### src/rtl/mem_msg_pkg.sv
// Shared types and constants for the two-port memory arbiter: FSM states,
// port ids, request types and the latched request record.
package mem_msg_pkg;

    localparam int MEM_ADDR_NBITS = 32;
    localparam int MEM_DATA_NBITS = 32;

    typedef enum logic [1:0] {
        IDLE = 2'd0,
        REQ  = 2'd1,
        WAIT = 2'd2
    } state_t;

    localparam logic PORT_I = 1'b0;
    localparam logic PORT_D = 1'b1;

    localparam logic MEM_READ  = 1'b0;
    localparam logic MEM_WRITE = 1'b1;

    typedef struct packed {
        logic                      req_type;
        logic [MEM_ADDR_NBITS-1:0] addr;
        logic [MEM_DATA_NBITS-1:0] wdata;
    } mem_req_t;

endpackage

### src/rtl/Register.sv
// Generic enabled register with asynchronous active-low reset to a
// parameterised value.
module Register #(
    parameter int                 p_nbits = 1,
    parameter logic [p_nbits-1:0] p_reset = '0
) (
    input  logic               clk_i,
    input  logic               rst_ni,
    input  logic               en_i,
    input  logic [p_nbits-1:0] d_i,
    output logic [p_nbits-1:0] q_o
);

    always_ff @(posedge clk_i or negedge rst_ni) begin
        if (!rst_ni) begin
            q_o <= p_reset;
        end else if (en_i) begin
            q_o <= d_i;
        end
    end

endmodule

### src/rtl/mem_arbiter_rr.sv
// Two-input round-robin grant; the last-grant pointer only advances when the
// grant is actually consumed (en_i), so a lone requester is never starved.
module RoundRobinArb2
    import mem_msg_pkg::*;
(
    input  logic       clk_i,
    input  logic       rst_ni,
    input  logic       en_i,
    input  logic [1:0] req_i,
    output logic [1:0] gnt_o
);

    logic last_q;
    logic last_d;

    always_comb begin
        gnt_o = 2'b00;
        case (req_i)
            2'b01:   gnt_o = 2'b01;
            2'b10:   gnt_o = 2'b10;
            2'b11:   gnt_o = (last_q == PORT_I) ? 2'b10 : 2'b01;
            default: gnt_o = 2'b00;
        endcase
        last_d = gnt_o[1] ? PORT_D : PORT_I;
    end

    // Reset pointer to I so the first contention goes to D.
    Register #(.p_nbits(1), .p_reset(PORT_I)) u_last (
        .clk_i  (clk_i),
        .rst_ni (rst_ni),
        .en_i   (en_i),
        .d_i    (last_d),
        .q_o    (last_q)
    );

endmodule

### src/rtl/mem_arbiter.sv
// Blocking arbiter sharing one memory port between the instruction (I) and
// data (D) ports; one transaction in flight, round-robin on contention.
module mem_arbiter
    import mem_msg_pkg::*;
#(
    parameter int p_addr_nbits = MEM_ADDR_NBITS,
    parameter int p_data_nbits = MEM_DATA_NBITS
) (
    input  logic                    clk,
    input  logic                    rst,
    input  logic                    imem_req_val,
    output logic                    imem_req_rdy,
    input  logic [p_addr_nbits-1:0] imem_req_addr,
    output logic                    imem_resp_val,
    output logic [p_data_nbits-1:0] imem_resp_data,
    input  logic                    dmem_req_val,
    output logic                    dmem_req_rdy,
    input  logic                    dmem_req_type,
    input  logic [p_addr_nbits-1:0] dmem_req_addr,
    input  logic [p_data_nbits-1:0] dmem_req_wdata,
    output logic                    dmem_resp_val,
    output logic [p_data_nbits-1:0] dmem_resp_data,
    output logic                    mem_req_val,
    input  logic                    mem_req_rdy,
    output logic                    mem_req_type,
    output logic [p_addr_nbits-1:0] mem_req_addr,
    output logic [p_data_nbits-1:0] mem_req_wdata,
    input  logic                    mem_resp_val,
    input  logic [p_data_nbits-1:0] mem_resp_data
);

    logic [1:0] state_raw;
    state_t     state_q;
    state_t     state_d;
    mem_req_t   req_q;
    mem_req_t   req_d;
    logic       owner_q;
    logic       owner_d;
    logic [1:0] arb_req;
    logic [1:0] gnt;
    logic       hs;
    logic       in_req;
    logic       resp_fire;

    assign state_q = state_t'(state_raw);

    // Requests are only visible to the arbiter in IDLE, which also keeps both
    // req_rdy low while a transaction is in flight.
    assign arb_req = (state_q == IDLE) ? {dmem_req_val, imem_req_val} : 2'b00;

    RoundRobinArb2 u_arb (
        .clk_i  (clk),
        .rst_ni (rst),
        .en_i   (hs),
        .req_i  (arb_req),
        .gnt_o  (gnt)
    );

    assign imem_req_rdy = gnt[0];
    assign dmem_req_rdy = gnt[1];
    assign hs           = |gnt;

    always_comb begin
        req_d   = req_q;
        owner_d = owner_q;
        if (gnt[1]) begin
            req_d.req_type = dmem_req_type;
            req_d.addr     = dmem_req_addr;
            req_d.wdata    = dmem_req_wdata;
            owner_d        = PORT_D;
        end else if (gnt[0]) begin
            req_d.req_type = MEM_READ;
            req_d.addr     = imem_req_addr;
            req_d.wdata    = '0;
            owner_d        = PORT_I;
        end
    end

    always_comb begin
        state_d = state_q;
        case (state_q)
            IDLE:    if (hs) state_d = REQ;
            REQ:     if (mem_req_rdy) state_d = WAIT;
            WAIT:    if (mem_resp_val) state_d = IDLE;
            default: state_d = IDLE;
        endcase
    end

    Register #(.p_nbits($bits(mem_req_t)), .p_reset('0)) u_req (
        .clk_i (clk), .rst_ni (rst), .en_i (hs), .d_i (req_d), .q_o (req_q)
    );

    Register #(.p_nbits(1), .p_reset(PORT_I)) u_owner (
        .clk_i (clk), .rst_ni (rst), .en_i (hs), .d_i (owner_d), .q_o (owner_q)
    );

    Register #(.p_nbits(2), .p_reset(IDLE)) u_state (
        .clk_i (clk), .rst_ni (rst), .en_i (1'b1), .d_i (state_d), .q_o (state_raw)
    );

    assign in_req        = (state_q == REQ);
    assign mem_req_val   = in_req;
    assign mem_req_type  = in_req & req_q.req_type;
    assign mem_req_addr  = in_req ? req_q.addr  : '0;
    assign mem_req_wdata = in_req ? req_q.wdata : '0;

    // Responses outside WAIT are stray and dropped.
    assign resp_fire      = (state_q == WAIT) && mem_resp_val;
    assign imem_resp_val  = resp_fire && (owner_q == PORT_I);
    assign dmem_resp_val  = resp_fire && (owner_q == PORT_D);
    assign imem_resp_data = imem_resp_val ? mem_resp_data : '0;
    assign dmem_resp_data = (dmem_resp_val && (req_q.req_type == MEM_READ)) ? mem_resp_data : '0;

endmodule
### config.mk
export PLATFORM = sky130hd
export DESIGN_NAME = mem_arbiter
export DESIGN_NICKNAME = d
export VERILOG_FILES = /design/src/rtl/mem_msg_pkg.sv /design/src/rtl/Register.sv /design/src/rtl/mem_arbiter_rr.sv /design/src/rtl/mem_arbiter.sv
export SDC_FILE = /design/constraint.sdc
export NUM_CORES = 1
export LEC_CHECK = 0
export BUFFER_PORTS_ARGS = -buffer_cell sky130_fd_sc_hd__buf_2
export CELL_PAD_IN_SITES_DETAIL_PLACEMENT = 1
export CELL_PAD_IN_SITES_GLOBAL_PLACEMENT = 2
export CORE_MARGIN = 2
export CORE_UTILIZATION = 25
export CTS_CLUSTER_SIZE = 25
export DETAILED_ROUTE_END_ITERATION = 7
export GPL_ROUTABILITY_DRIVEN = 0
export GPL_TIMING_DRIVEN = 1
export MAX_ROUTING_LAYER = met4
export PLACE_DENSITY = 0.91
export REMOVE_ABC_BUFFERS = 1
export SLEW_MARGIN = 10
export SYNTH_ARGS = -nofsm -noshare
export SYNTH_HDL_FRONTEND = slang
export SYNTH_SLANG_ARGS = --single-unit
### constraint.sdc
create_clock -name clk -period 3.69 [get_ports clk]
set_clock_uncertainty 0.15 [all_clocks]
set_input_delay 0.5535 -clock clk [delete_from_list [all_inputs] [get_ports clk]]
set_output_delay 0.5535 -clock clk [all_outputs]
set_load 0.02 [all_outputs]
After elaboration in Yosys (flattened, before gate mapping)
Cells that the tools add are included.
Widths: inputs -> output; s select.
- register bits: 69
- logic and storage cells: 40
- eq/ne operators: 8
- muxes and demuxes: 16
- bitwise operators: 3
- reductions and logical operators: 9
- operator list (cell ; count):
    $mux 65 ; 2
    $mux 32 ; 4
    $pmux 2 s3 ; 2
    $mux 2 ; 5
    $eq 2x2->1 const B ; 3
    $ne 2x2->1 const B ; 3
    $eq 2x1->1 const B ; 2
    $logic_and 1x1->1 ; 4
    $mux 1 ; 3
    $reduce_and 3->1 ; 1
    $logic_not 2->1 ; 1
    $not 1->1 ; 2
    $reduce_and 2->1 ; 1
    $reduce_bool 2->1 ; 1
    $reduce_or 2->1 ; 1
    $and 1x1->1 ; 1

Depth between registers and ports, before layout
Gate-level depths: netlist of run 1.
- depth in word-level cells: 7
- gate-level depth with buffers: 6
- gate-level depth less buffers: 3

Modules after synthesis
From an unflattened synthesis of run 1, not the netlist that was laid out.
- cell total of the unflattened synthesis: 459
- area, all modules: 5032.3 µm²
- modules (own cells, without submodules) (module ; instances ; cells each ; area each (µm²) ; sequential area each (µm²)):
    Register (u_req) ; 1 ; 137 ; 2618.8 ; 1626.6
    mem_arbiter ; 1 ; 310 ; 2234.6 ; 0.0
    Register (u_arb.u_last ...) ; 2 ; 2 ; 40.0 ; 25.0
    Register (u_state) ; 1 ; 4 ; 72.6 ; 50.0
    RoundRobinArb2 ; 1 ; 4 ; 26.3 ; 0.0

Worst setup path after synthesis of run 1
OpenSTA, ideal clock, no wires.
- path type: input -> output
- start point: input mem_resp_val
- end point: output dmem_resp_data[10]
- arrival time: 1.598 ns
- setup slack: 1.388 ns
- stages on the path: 4
- cell sequence: and4b_1 nor2b_1 clkbuf_1 and2_1
- word-level cells in the longest chain between the ends: 4
- ends and longest elaborated chain (element ; RTL line ; text):
    from (decl) ; mem_arbiter.sv:28 ; input logic mem_resp_val,
    $logic_and 1x1->1 ; mem_arbiter.sv:108 ; assign resp_fire = (state_q == WAIT) && mem_resp_val;
    $logic_and 1x1->1 ; mem_arbiter.sv:110 ; assign dmem_resp_val = resp_fire && (owner_q == PORT_D);
    $logic_and 1x1->1 ; mem_arbiter.sv:112 ; assign dmem_resp_data = (dmem_resp_val && (req_q.req_type == MEM_READ)) ? mem_resp_data : '0;
    $mux 32 ; mem_arbiter.sv:112 ;
    to (decl) ; mem_arbiter.sv:22 ; output logic [p_data_nbits-1:0] dmem_resp_data,
No other way between the ends.

Worst setup path after layout of run 1
- start point: register u_state.q_o[1]
- end point: output imem_req_rdy
- word-level cells in the longest chain between the ends: 4
- elaborated cells between the ends (all ways): 6
- ends and longest elaborated chain (element ; RTL line ; text):
    from (decl) ; Register.sv:11 ; output logic [p_nbits-1:0] q_o
    from (signal assigned) ; Register.sv:16 ; q_o <= p_reset;
    from (signal assigned) ; Register.sv:18 ; q_o <= d_i;
    $logic_not 2->1 * ; mem_arbiter.sv:49 ; assign arb_req = (state_q == IDLE) ? {dmem_req_val, imem_req_val} : 2'b00;
    $mux 2 * ; mem_arbiter.sv:49 ;
    $eq 2x2->1 or $eq 2x1->1 (tied branches) ; mem_arbiter_rr.sv:18 ; case (req_i)
    $pmux 2 s3 * ; mem_arbiter_rr.sv:18 ;
    to (decl) ; mem_arbiter.sv:12 ; output logic imem_req_rdy,
Every way passes the cells marked *; elsewhere a longest branch is shown, timed or not.

==> impl_metrics.py, run 1 <==
metrics = {
    "outcome": {
        "outcome": "finished, final reports clean",
    },
    "pwr": {
        "powerDensity_nw_per_um2": 739,
        "seqPwrFrac_pct": 29.2,
        "power.share.switching_pct": 41.9,
        "p_switching_mw": 1.85,
        "p_leak_nw": 3.40,
        "p_comb_share_pct": 50.9,
        "ir_worst_vdd_v": 0.000335,
        "p_int_mw": 2.56,
        "power_frac_clock_pct": 19.9,
    },
    "final_layout": {
        "final_nets": 802,
        "mostFrequentLayoutCell": "buf_2",
        "drive_above_1_share_pct": 47.0,
        "mostFrequentLayoutCells": "buf_2 (267), and2_1 (129), dfrtp_1 (68)",
        "fillerInstances": 1992,
        "n_antenna_cell": 0,
        "syn_to_final_growth_pct": 43.1,
    },
    "synth": {
        "yosysTopAreaCellShare_pct": 40.8,
        "synth_edf_count": 0,
        "ys_seq_area_share_pct": 40.8,
        "synth.area.top_cells": "dfrtp_1 (41%), and2_1 (19%), a22o_1 (6.9%)",
        "synthCells": 421,
        "ys_ff_latch": 68,
        "ys_warn_count": 0,
        "mappedNetlistArea_um2": 4170,
        "async_flop_share_pct": 100,
        "synth_area_leader_cell": "dfrtp_1",
        "synth_area_per_cell_um2": 9.91,
        "synth_top_flop_cell": "dfrtp_1",
        "synth_cell_types": 26,
    },
    "route": {
        "vias_per_cell": 4.57,
        "first_iter_violations": 149,
        "drt-total-wl_mm": 15.0,
        "drc": 0,
        "wl_per_cell_um": 16.8,
        "num_vias": 4077,
        "ant_nets": 0,
        "drt_first_pass_iters": 4,
    },
    "worst_setup_path": {
        "cpPeakStageDelay_ps": 460,
        "cp.arrival_ps": 2140,
        "critPathKind": "flop to output pin",
        "rr_startpoint": "u_state.q_o[1]$_DFFE_PN0P_",
        "crit_path_end_kind": "output pin",
        "slowest_stage": "a211oi_1",
        "critPathMaxFanout": 65,
        "crit_path_cell_trace": "or2_2 -> buf_4 -> a211oi_1 -> buf_2",
        "rrSetupSlack_ps": 1660,
        "r2r-end": "u_req.q_o[34]$_DFFE_PN0P_",
        "crit_required_ps": 2990,
        "startpoint": "u_state.q_o[1]$_DFFE_PN0P_",
        "cp-start-kind": "flop",
        "reg2reg_depth": 4,
    },
    "floorplanning": {
        "core_area_um2": 16500,
        "die_h_um": 133,
        "std_cell_rows": 47,
        "io_pins": 269,
        "initial_core_util_pct": 25.3,
        "die_w_um": 133,
        "dieArea_um2": 17700,
    },
    "timing": {
        "setup_tns_ps": 0,
        "slew_headroom_pct": 39.0,
        "hold_viol_final": 0,
        "timing.final.crit_share_pct": 76.9,
        "setup_viol": 0,
        "fmax_ghz": 0.352,
        "hold_slack_ps": 201,
        "rsz0062_at_grt": "false",
        "post-route-min-period_ps": 2840,
        "worst_slew_pin_slew_ps": 915,
        "slew_viol_final": 0,
    },
    "global_routing": {
        "antenna_found_initial": 0,
        "grtUsageTotal_pct": 17.2,
        "overflow": 0,
        "top_usage_layer": "met2",
        "met2_usage_pct": 28.0,
        "met3_usage_pct": 4.98,
        "grt_pass1_wl_mm": 23.4,
        "grt_pass1_vias": 4284,
        "use_met1_pct": 21.0,
        "grt_start_max_net_pins": 69,
    },
    "clock_tree": {
        "clock-sinks": 68,
        "h-tree-depth": 3,
        "cts-resized-gates": 0,
        "cts_tree": "done",
        "clockRootBuffer": "clkbuf_16",
        "clk_latency_ps": 340,
        "clk_pin_slew_ps": 60,
        "cts-hold-fix-buffers": 0,
        "clockBufferDepth": 2,
        "post_cts_buffers": 0,
        "cts_buffers": 9,
    },
    "placement": {
        "hpwlAfterDp_mm": 10.5,
        "io_buffer_count": 268,
    },
    "job": {
        "cap_viol_max_count": 0,
    },
    "worst_hold_path": {
        "hold_path_class": "input pin to asynchronous set/reset pin",
    },
}
==> cell usage after synthesis (2+ instances only) <==
master	n
o21a_1	32
a211o_1	32
buf_2	9
buf_6	6
a22o_1	33
nor2_1	2
dfrtp_1	68
clkbuf_1	27
a2111oi_0	15
nor2b_1	2
and2_1	129
inv_1	34
nand2_1	3
nand2b_1	2
a2111oi_2	16
==> critical path, delay by kind of cell, from the launching register on <==
family                 cells  cell delay, ps
buffers and inverters      2             590
AO/OA/AOI/OAI              1             460
flip-flops                 1             430
AND/OR/NAND/NOR            1             290
==> state kept, by name, indices dropped and copies added (netlist names) <==
signal	cells
u_state.q_o	2
u_req.q_o	65
u_owner.q_o	1
==> routing by layer <==
layer | routed length, µm | part of all wire, %
met1 | 6510 | 44
met2 | 7200 | 48
met3 | 1010 | 6.7
met4 | 237 | 1.6
met5 | 0 | 0
==> layout make-up <==
| cell class | instances | area [µm²] | area share, % |
|---|---|---|---|
| well taps | 220 | 275 | 4.61 |
| clock buffers | 12 | 246 | 4.13 |
| multi-input cells | 275 | 2130 | 35.7 |
| repair buffers | 279 | 1440 | 24.1 |
| inverters | 34 | 128 | 2.14 |
| flip-flops and latches | 68 | 1700 | 28.5 |
| clock inverters | 4 | 48.8 | 0.817 |
==> worst max-delay path by stage <==
stage	to	slack (ps)	cells after the start
after floorplan	mem_req_addr[0]	500	2
after global placement	imem_req_rdy	1190	4
after detailed placement	imem_req_rdy	1210	4
after CTS	imem_req_rdy	820	4
after global routing	imem_req_rdy	740	4
final	imem_req_rdy	850	4
==> power groups by stage <==
stage	Clock (mW)	Sequential, mW	Combinational, mW
finish	0.878	1.29	2.25
global route	0.937	1.34	2.46
CTS	0.912	1.29	2.29
detailed placement	0	1.29	2.29
global placement	0	1.28	2.25
floorplan	0	1.23	1.51
==> metrics by stage <==
step	utilization [%]	power, mW	worst slack, ps	instance area (µm²)	instances
finish	36.3	4.41	851	5970	892
global route	36.3	4.73	739	5970	892
CTS	36.3	4.49	816	5970	892
detailed placement	34.5	3.58	1210	5680	876
global placement	34.5	3.53	1190	5680	876
floorplan	-	2.74	497	3950	377
==> cells by family after synthesis <==
group	Yosys count	share of synthesized area, %
DFF	68	40.8
and+or+nand+nor	142	21.2
buffers and inverters	78	8.45
AOI/OAI and AO/OA	133	29.6
Power figures use the tool's default switching activity.
==> inputs of run 2 (changes only) <==
--- a/config.mk
+++ b/config.mk
@@ -9,13 +9,13 @@
 export CELL_PAD_IN_SITES_DETAIL_PLACEMENT = 1
 export CELL_PAD_IN_SITES_GLOBAL_PLACEMENT = 2
 export CORE_MARGIN = 2
-export CORE_UTILIZATION = 25
+export CORE_UTILIZATION = 23
 export CTS_CLUSTER_SIZE = 25
 export DETAILED_ROUTE_END_ITERATION = 7
 export GPL_ROUTABILITY_DRIVEN = 0
 export GPL_TIMING_DRIVEN = 1
 export MAX_ROUTING_LAYER = met4
-export PLACE_DENSITY = 0.91
+export PLACE_DENSITY = 0.85
 export REMOVE_ABC_BUFFERS = 1
 export SLEW_MARGIN = 10
 export SYNTH_ARGS = -nofsm -noshare
==> constraint.sdc (replaced) <==
create_clock -name clk -period 2.98 [get_ports clk]
set_clock_uncertainty 0.15 [all_clocks]
set_input_delay 0.447 -clock clk [delete_from_list [all_inputs] [get_ports clk]]
set_output_delay 0.447 -clock clk [all_outputs]
set_load 0.02 [all_outputs]
==> run 2 against run 1 <==
First-iteration DRC count decreased by 32%. Register-to-register slack worse by 730 ps. Wire length is 1.4% higher. Total power is 25% higher. Setup slack worse by 400 ps. Clock-buffer cell count unchanged. Core utilization decreased by 2.6 points. Sequential share of layout area fell by 0.26 points. Via count is 0.98% higher. Clock power up 25%. Die area grew 8.4%. Cell count up 1.2%. Critical path type unchanged. Largest power group unchanged.
==> impl_metrics.py, run 2 (same netlist as run 1, synthesis figures left out) <==
metrics = {
    "clock_tree": {
        "cts_buffers": 9,
        "clockRootBuffer": "clkbuf_16",
        "clk_latency_ps": 330,
        "post_cts_buffers": 0,
        "clk_pin_slew_ps": 60,
        "cts_tree": "done",
        "clockBufferDepth": 2,
        "cts-resized-gates": 0,
        "h-tree-depth": 3,
        "clock-sinks": 68,
        "cts-hold-fix-buffers": 0,
    },
    "worst_setup_path": {
        "crit_required_ps": 2380,
        "rrSetupSlack_ps": 930,
        "cpPeakStageDelay_ps": 550,
        "slowest_stage": "or2_2",
        "cp_num_buf_inv": 1,
        "crit_path_cell_trace": "or2_2 -> a211oi_1 -> buf_2",
        "critPathMaxFanout": 28,
        "crit_path_end_kind": "output pin",
        "cp-start-kind": "flop",
        "crit_family": "simple AND/OR/NAND/NOR gates",
        "cp.arrival_ps": 1940,
        "critPathKind": "flop to output pin",
    },
    "timing": {
        "hold_viol_final": 0,
        "layout_setup_ws_ps": 446,
        "worst_slew_pin_slew_ps": 920,
        "slew_headroom_pct": 38.6,
        "slew_viol_final": 0,
        "rsz0062_at_grt": "false",
        "post-route-min-period_ps": 2530,
        "setup_viol": 0,
        "fmax_ghz": 0.395,
        "timing.final.crit_share_pct": 85.0,
    },
    "final_layout": {
        "fillerInstances": 2193,
        "largest-register": "u_req.q_o",
        "final_nets": 802,
        "largest_register_ffs": 65,
        "regArea_um2": 1700,
        "fin_area_um2": 6030,
        "drive_above_1_share_pct": 47.2,
        "layoutNonFillerInstCount": 903,
        "syn_to_final_growth_pct": 44.4,
        "mostFrequentLayoutCells": "buf_2 (267), and2_1 (129), dfrtp_1 (68)",
        "reg_top3": "u_req.q_o x65, u_state.q_o x2, u_owner.q_o x1",
        "multi_input_area_um2": 2140,
        "mostFrequentLayoutCell": "buf_2",
    },
    "global_routing": {
        "grtUsageTotal_pct": 16.0,
        "grt_pass1_wl_mm": 23.9,
        "grt_pass1_vias": 4339,
        "grt_start_max_net_pins": 69,
        "overflow": 0,
        "antenna_found_initial": 2,
    },
    "route": {
        "ant_nets": 0,
        "vias_per_cell": 4.56,
        "first_iter_violations": 101,
        "wl_per_cell_um": 16.8,
        "drt-total-wl_mm": 15.2,
        "drt_first_pass_iters": 4,
        "num_vias": 4117,
        "drc": 0,
    },
    "pwr": {
        "ir_worst_vdd_v": 0.000412,
        "p_total_mw": 5.52,
        "p_leak_nw": 3.41,
        "powerDensity_nw_per_um2": 916,
    },
    "floorplanning": {
        "std_cell_rows": 49,
        "dieArea_um2": 19200,
        "initial_core_util_pct": 23.3,
        "io_pins": 269,
        "core_area_um2": 17900,
        "die_h_um": 139,
        "die_w_um": 139,
    },
    "worst_hold_path": {
        "hold_path_class": "input pin to asynchronous set/reset pin",
    },
    "placement": {
        "placedCellCount": 885,
        "io_buffer_count": 268,
        "dpl_cell_area_um2": 5720,
        "post-place-ws_ps": 791,
        "hpwlAfterDp_mm": 10.9,
    },
    "job": {
        "cap_viol_max_count": 0,
    },
    "outcome": {
        "outcome": "finished, final reports clean",
    },
}
[run 2: per-stage QoR]
step,setup TNS [ps],hold WS (ps),util [%]
2_1_floorplan,-6930,1.41,-
3_3_place_gp,0,326,31.9
3_5_place_dp,0,327,31.9
4_1_cts,0,139,33.6
5_1_grt,0,158,33.7
6_report,0,101,33.7
[run 2: final timing paths]
| path | from | end | cells after the start |
|---|---|---|---|
| max in group asynchronous | rst | u_req.q_o[6]$_DFFE_PN0P_ | 1 |
| min in group clk | dmem_req_addr[5] | u_req.q_o[37]$_DFFE_PN0P_ | 2 |
| max reg2reg | u_state.q_o[1]$_DFFE_PN0P_ | u_req.q_o[45]$_DFFE_PN0P_ | 4 |
| min | rst | u_req.q_o[34]$_DFFE_PN0P_ | 1 |
| max | u_state.q_o[1]$_DFFE_PN0P_ | imem_req_rdy | 3 |
| min reg2reg | u_req.q_o[17]$_DFFE_PN0P_ | u_req.q_o[17]$_DFFE_PN0P_ | 1 |
[run 2: routing by layer]
metal	up-vias	share of wire, %	global-route usage, %
met3	15	6.6	3.69
met2	149	49	26.6
met1	1991	43	19.2
li1	1962	-	-
met5	-	0	-
met4	0	1.6	5.16
[run 2: report_power, final]
part           switching [mW]  total (mW)  internal, mW
logic                    1.65        2.83          1.18
registers               0.232        1.59          1.36
clock network           0.413        1.10         0.691
total                    2.29        5.52          3.23
[run 2: area by class of cell]
type                            instances  share of cell area (%)
Multi-Input combinational cell        275                    35.5
Sequential cell                        68                    28.2
Timing Repair Buffer                  279                    24.3
Tap cell                              229                    4.75
Clock buffer                           12                    4.25
Inverter                               34                    2.12
Clock inverter                          4                   0.789
Antenna cell                            2                  0.0830
==> inputs of run 3 (changes only) <==
==> constraint.sdc (replaced) <==
create_clock -name clk -period 2.98 [get_ports clk]
set_clock_uncertainty 0.15 [all_clocks]
set_input_delay 0.596 -clock clk [delete_from_list [all_inputs] [get_ports clk]]
set_output_delay 0.596 -clock clk [all_outputs]
set_load 0.02 [all_outputs]
==> run 3 against run 2 <==
Global-route usage rose by 0.14 points. Combinational power barely moved. Non-clock buffer count rose by 1. Hold slack got worse by 50 ps. Register-to-register slack got worse by 130 ps. Die area did not move.
==> impl_metrics.py, run 3 (same netlist as run 1, synthesis figures left out) <==
metrics = {
    "global_routing": {
        "grt_pass1_vias": 4315,
        "antenna_found_initial": 0,
        "overflow": 0,
        "grtUsageTotal_pct": 16.1,
        "grt_pass1_wl_mm": 24.1,
        "grt_start_max_net_pins": 59,
    },
    "timing": {
        "slew_viol_final": 0,
        "hold_slack_ps": 51.0,
        "rsz0062_at_grt": "false",
        "worst_slew_pin_slew_ps": 580,
        "hold_viol_final": 0,
        "setup_viol": 0,
        "timing.final.crit_share_pct": 87.3,
        "fmax_ghz": 0.384,
        "slew_headroom_pct": 61.3,
        "post-route-min-period_ps": 2600,
        "layout_setup_ws_ps": 378,
    },
    "floorplanning": {
        "initial_core_util_pct": 23.3,
        "die_w_um": 139,
        "std_cell_rows": 49,
        "io_pins": 269,
        "dieArea_um2": 19200,
        "die_h_um": 139,
        "core_area_um2": 17900,
    },
    "outcome": {
        "outcome": "finished, final reports clean",
    },
    "final_layout": {
        "n_antenna_cell": 0,
        "largest-register": "u_req.q_o",
        "mostFrequentLayoutCell": "buf_2",
        "mostFrequentLayoutCells": "buf_2 (267), and2_1 (129), dfrtp_1 (68)",
        "fin_area_um2": 6050,
        "drive_above_1_share_pct": 47.1,
        "final_nets": 803,
        "syn_to_final_growth_pct": 44.8,
        "largest_register_ffs": 65,
        "reg_top3": "u_req.q_o x65, u_state.q_o x2, u_owner.q_o x1",
    },
    "worst_setup_path": {
        "crit_family": "simple AND/OR/NAND/NOR gates",
        "cpPeakStageDelay_ps": 480,
        "cp.arrival_ps": 1860,
        "cp_num_buf_inv": 1,
        "crit_path_end_kind": "output pin",
        "slowest_stage": "or2_2",
        "cp-start-kind": "flop",
        "critPathKind": "flop to output pin",
        "crit_path_cell_trace": "or2_2 -> a211oi_1 -> buf_2",
        "critPathMaxFanout": 18,
        "crit_required_ps": 2230,
    },
    "placement": {
        "post-place-ws_ps": 614,
        "dpl_cell_area_um2": 5730,
        "hpwlAfterDp_mm": 10.8,
        "io_buffer_count": 268,
    },
    "pwr": {
        "ir_worst_vdd_v": 0.000323,
        "p_leak_nw": 3.42,
        "powerDensity_nw_per_um2": 922,
    },
    "route": {
        "vias_per_cell": 4.52,
        "num_vias": 4073,
        "wl_met3_um": 940,
        "first_iter_violations": 123,
        "wl_met1_mm": 6.48,
        "wl_per_cell_um": 16.9,
        "drt_first_pass_iters": 4,
        "maxUsedRoutingLayer": "met4",
        "route.met2.wl_mm": 7.72,
        "drt-total-wl_mm": 15.3,
        "drc": 0,
        "ant_nets": 0,
    },
    "clock_tree": {
        "clk_latency_ps": 330,
        "clockRootBuffer": "clkbuf_16",
        "cts_buffers": 9,
        "post_cts_buffers": 0,
        "cts-resized-gates": 0,
        "clock-sinks": 68,
        "clk_pin_slew_ps": 60,
        "clockBufferDepth": 2,
        "cts_tree": "done",
        "cts-hold-fix-buffers": 0,
        "h-tree-depth": 3,
    },
    "job": {
        "cap_viol_max_count": 0,
    },
    "worst_hold_path": {
        "hold_path_class": "input pin to asynchronous set/reset pin",
    },
}
-- run 3: cell count changes in the layout (fill, tap and decap cells not counted), sizes merged --
cell and delta:
clkinv -1, diode -2, bufinv +1, buf +1
-- run 3: layout make-up --
type / count / area [µm²]
Tap cell: 229 / 287
Clock inverter: 4 / 72.6
Sequential cell: 68 / 1700
Fill cell: 2172 / 11900
Clock buffer: 12 / 246
Inverter: 34 / 128
Multi-Input combinational cell: 275 / 2140
Timing Repair Buffer: 280 / 1470
-- run 3: path summary, 6_finish.rpt --
kind	slack, ps	startpoint	endpoint	cells past startpoint
setup / recovery	380	u_state.q_o[1]$_DFFE_PN0P_	imem_req_rdy	3
max in group asynchronous	2050	rst	u_req.q_o[17]$_DFFE_PN0P_	2
min in group clk	320	dmem_req_addr[26]	u_req.q_o[58]$_DFFE_PN0P_	2
hold / removal	50	rst	u_req.q_o[34]$_DFFE_PN0P_	1
hold reg to reg	340	u_req.q_o[25]$_DFFE_PN0P_	u_req.q_o[25]$_DFFE_PN0P_	1
setup reg to reg	800	u_state.q_o[1]$_DFFE_PN0P_	u_req.q_o[40]$_DFFE_PN0P_	4
-- run 3: routing by layer --
layer | up-vias | global-route usage [%]
met5 | - | -
met4 | 0 | 2.71
met3 | 8 | 4.14
met2 | 142 | 28.1
met1 | 1960 | 19.1
li1 | 1963 | -
-- run 3: report_power, final --
group	switching, mW	internal [mW]
Sequential	0.224	1.36
Clock	0.405	0.755
Combinational	1.68	1.15
-- run 3: through the flow --
| stage | utilization [%] | TNS [ps] | power, mW | instances |
|---|---|---|---|---|
| after global placement | 32.0 | 0 | 4.42 | 886 |
| after floorplan | - | -16620 | 3.39 | 377 |
| final | 33.8 | 0 | 5.58 | 902 |
| after detailed placement | 32.0 | 0 | 4.47 | 886 |
| after CTS | 33.8 | 0 | 5.67 | 902 |
| after global routing | 33.8 | 0 | 5.96 | 902 |
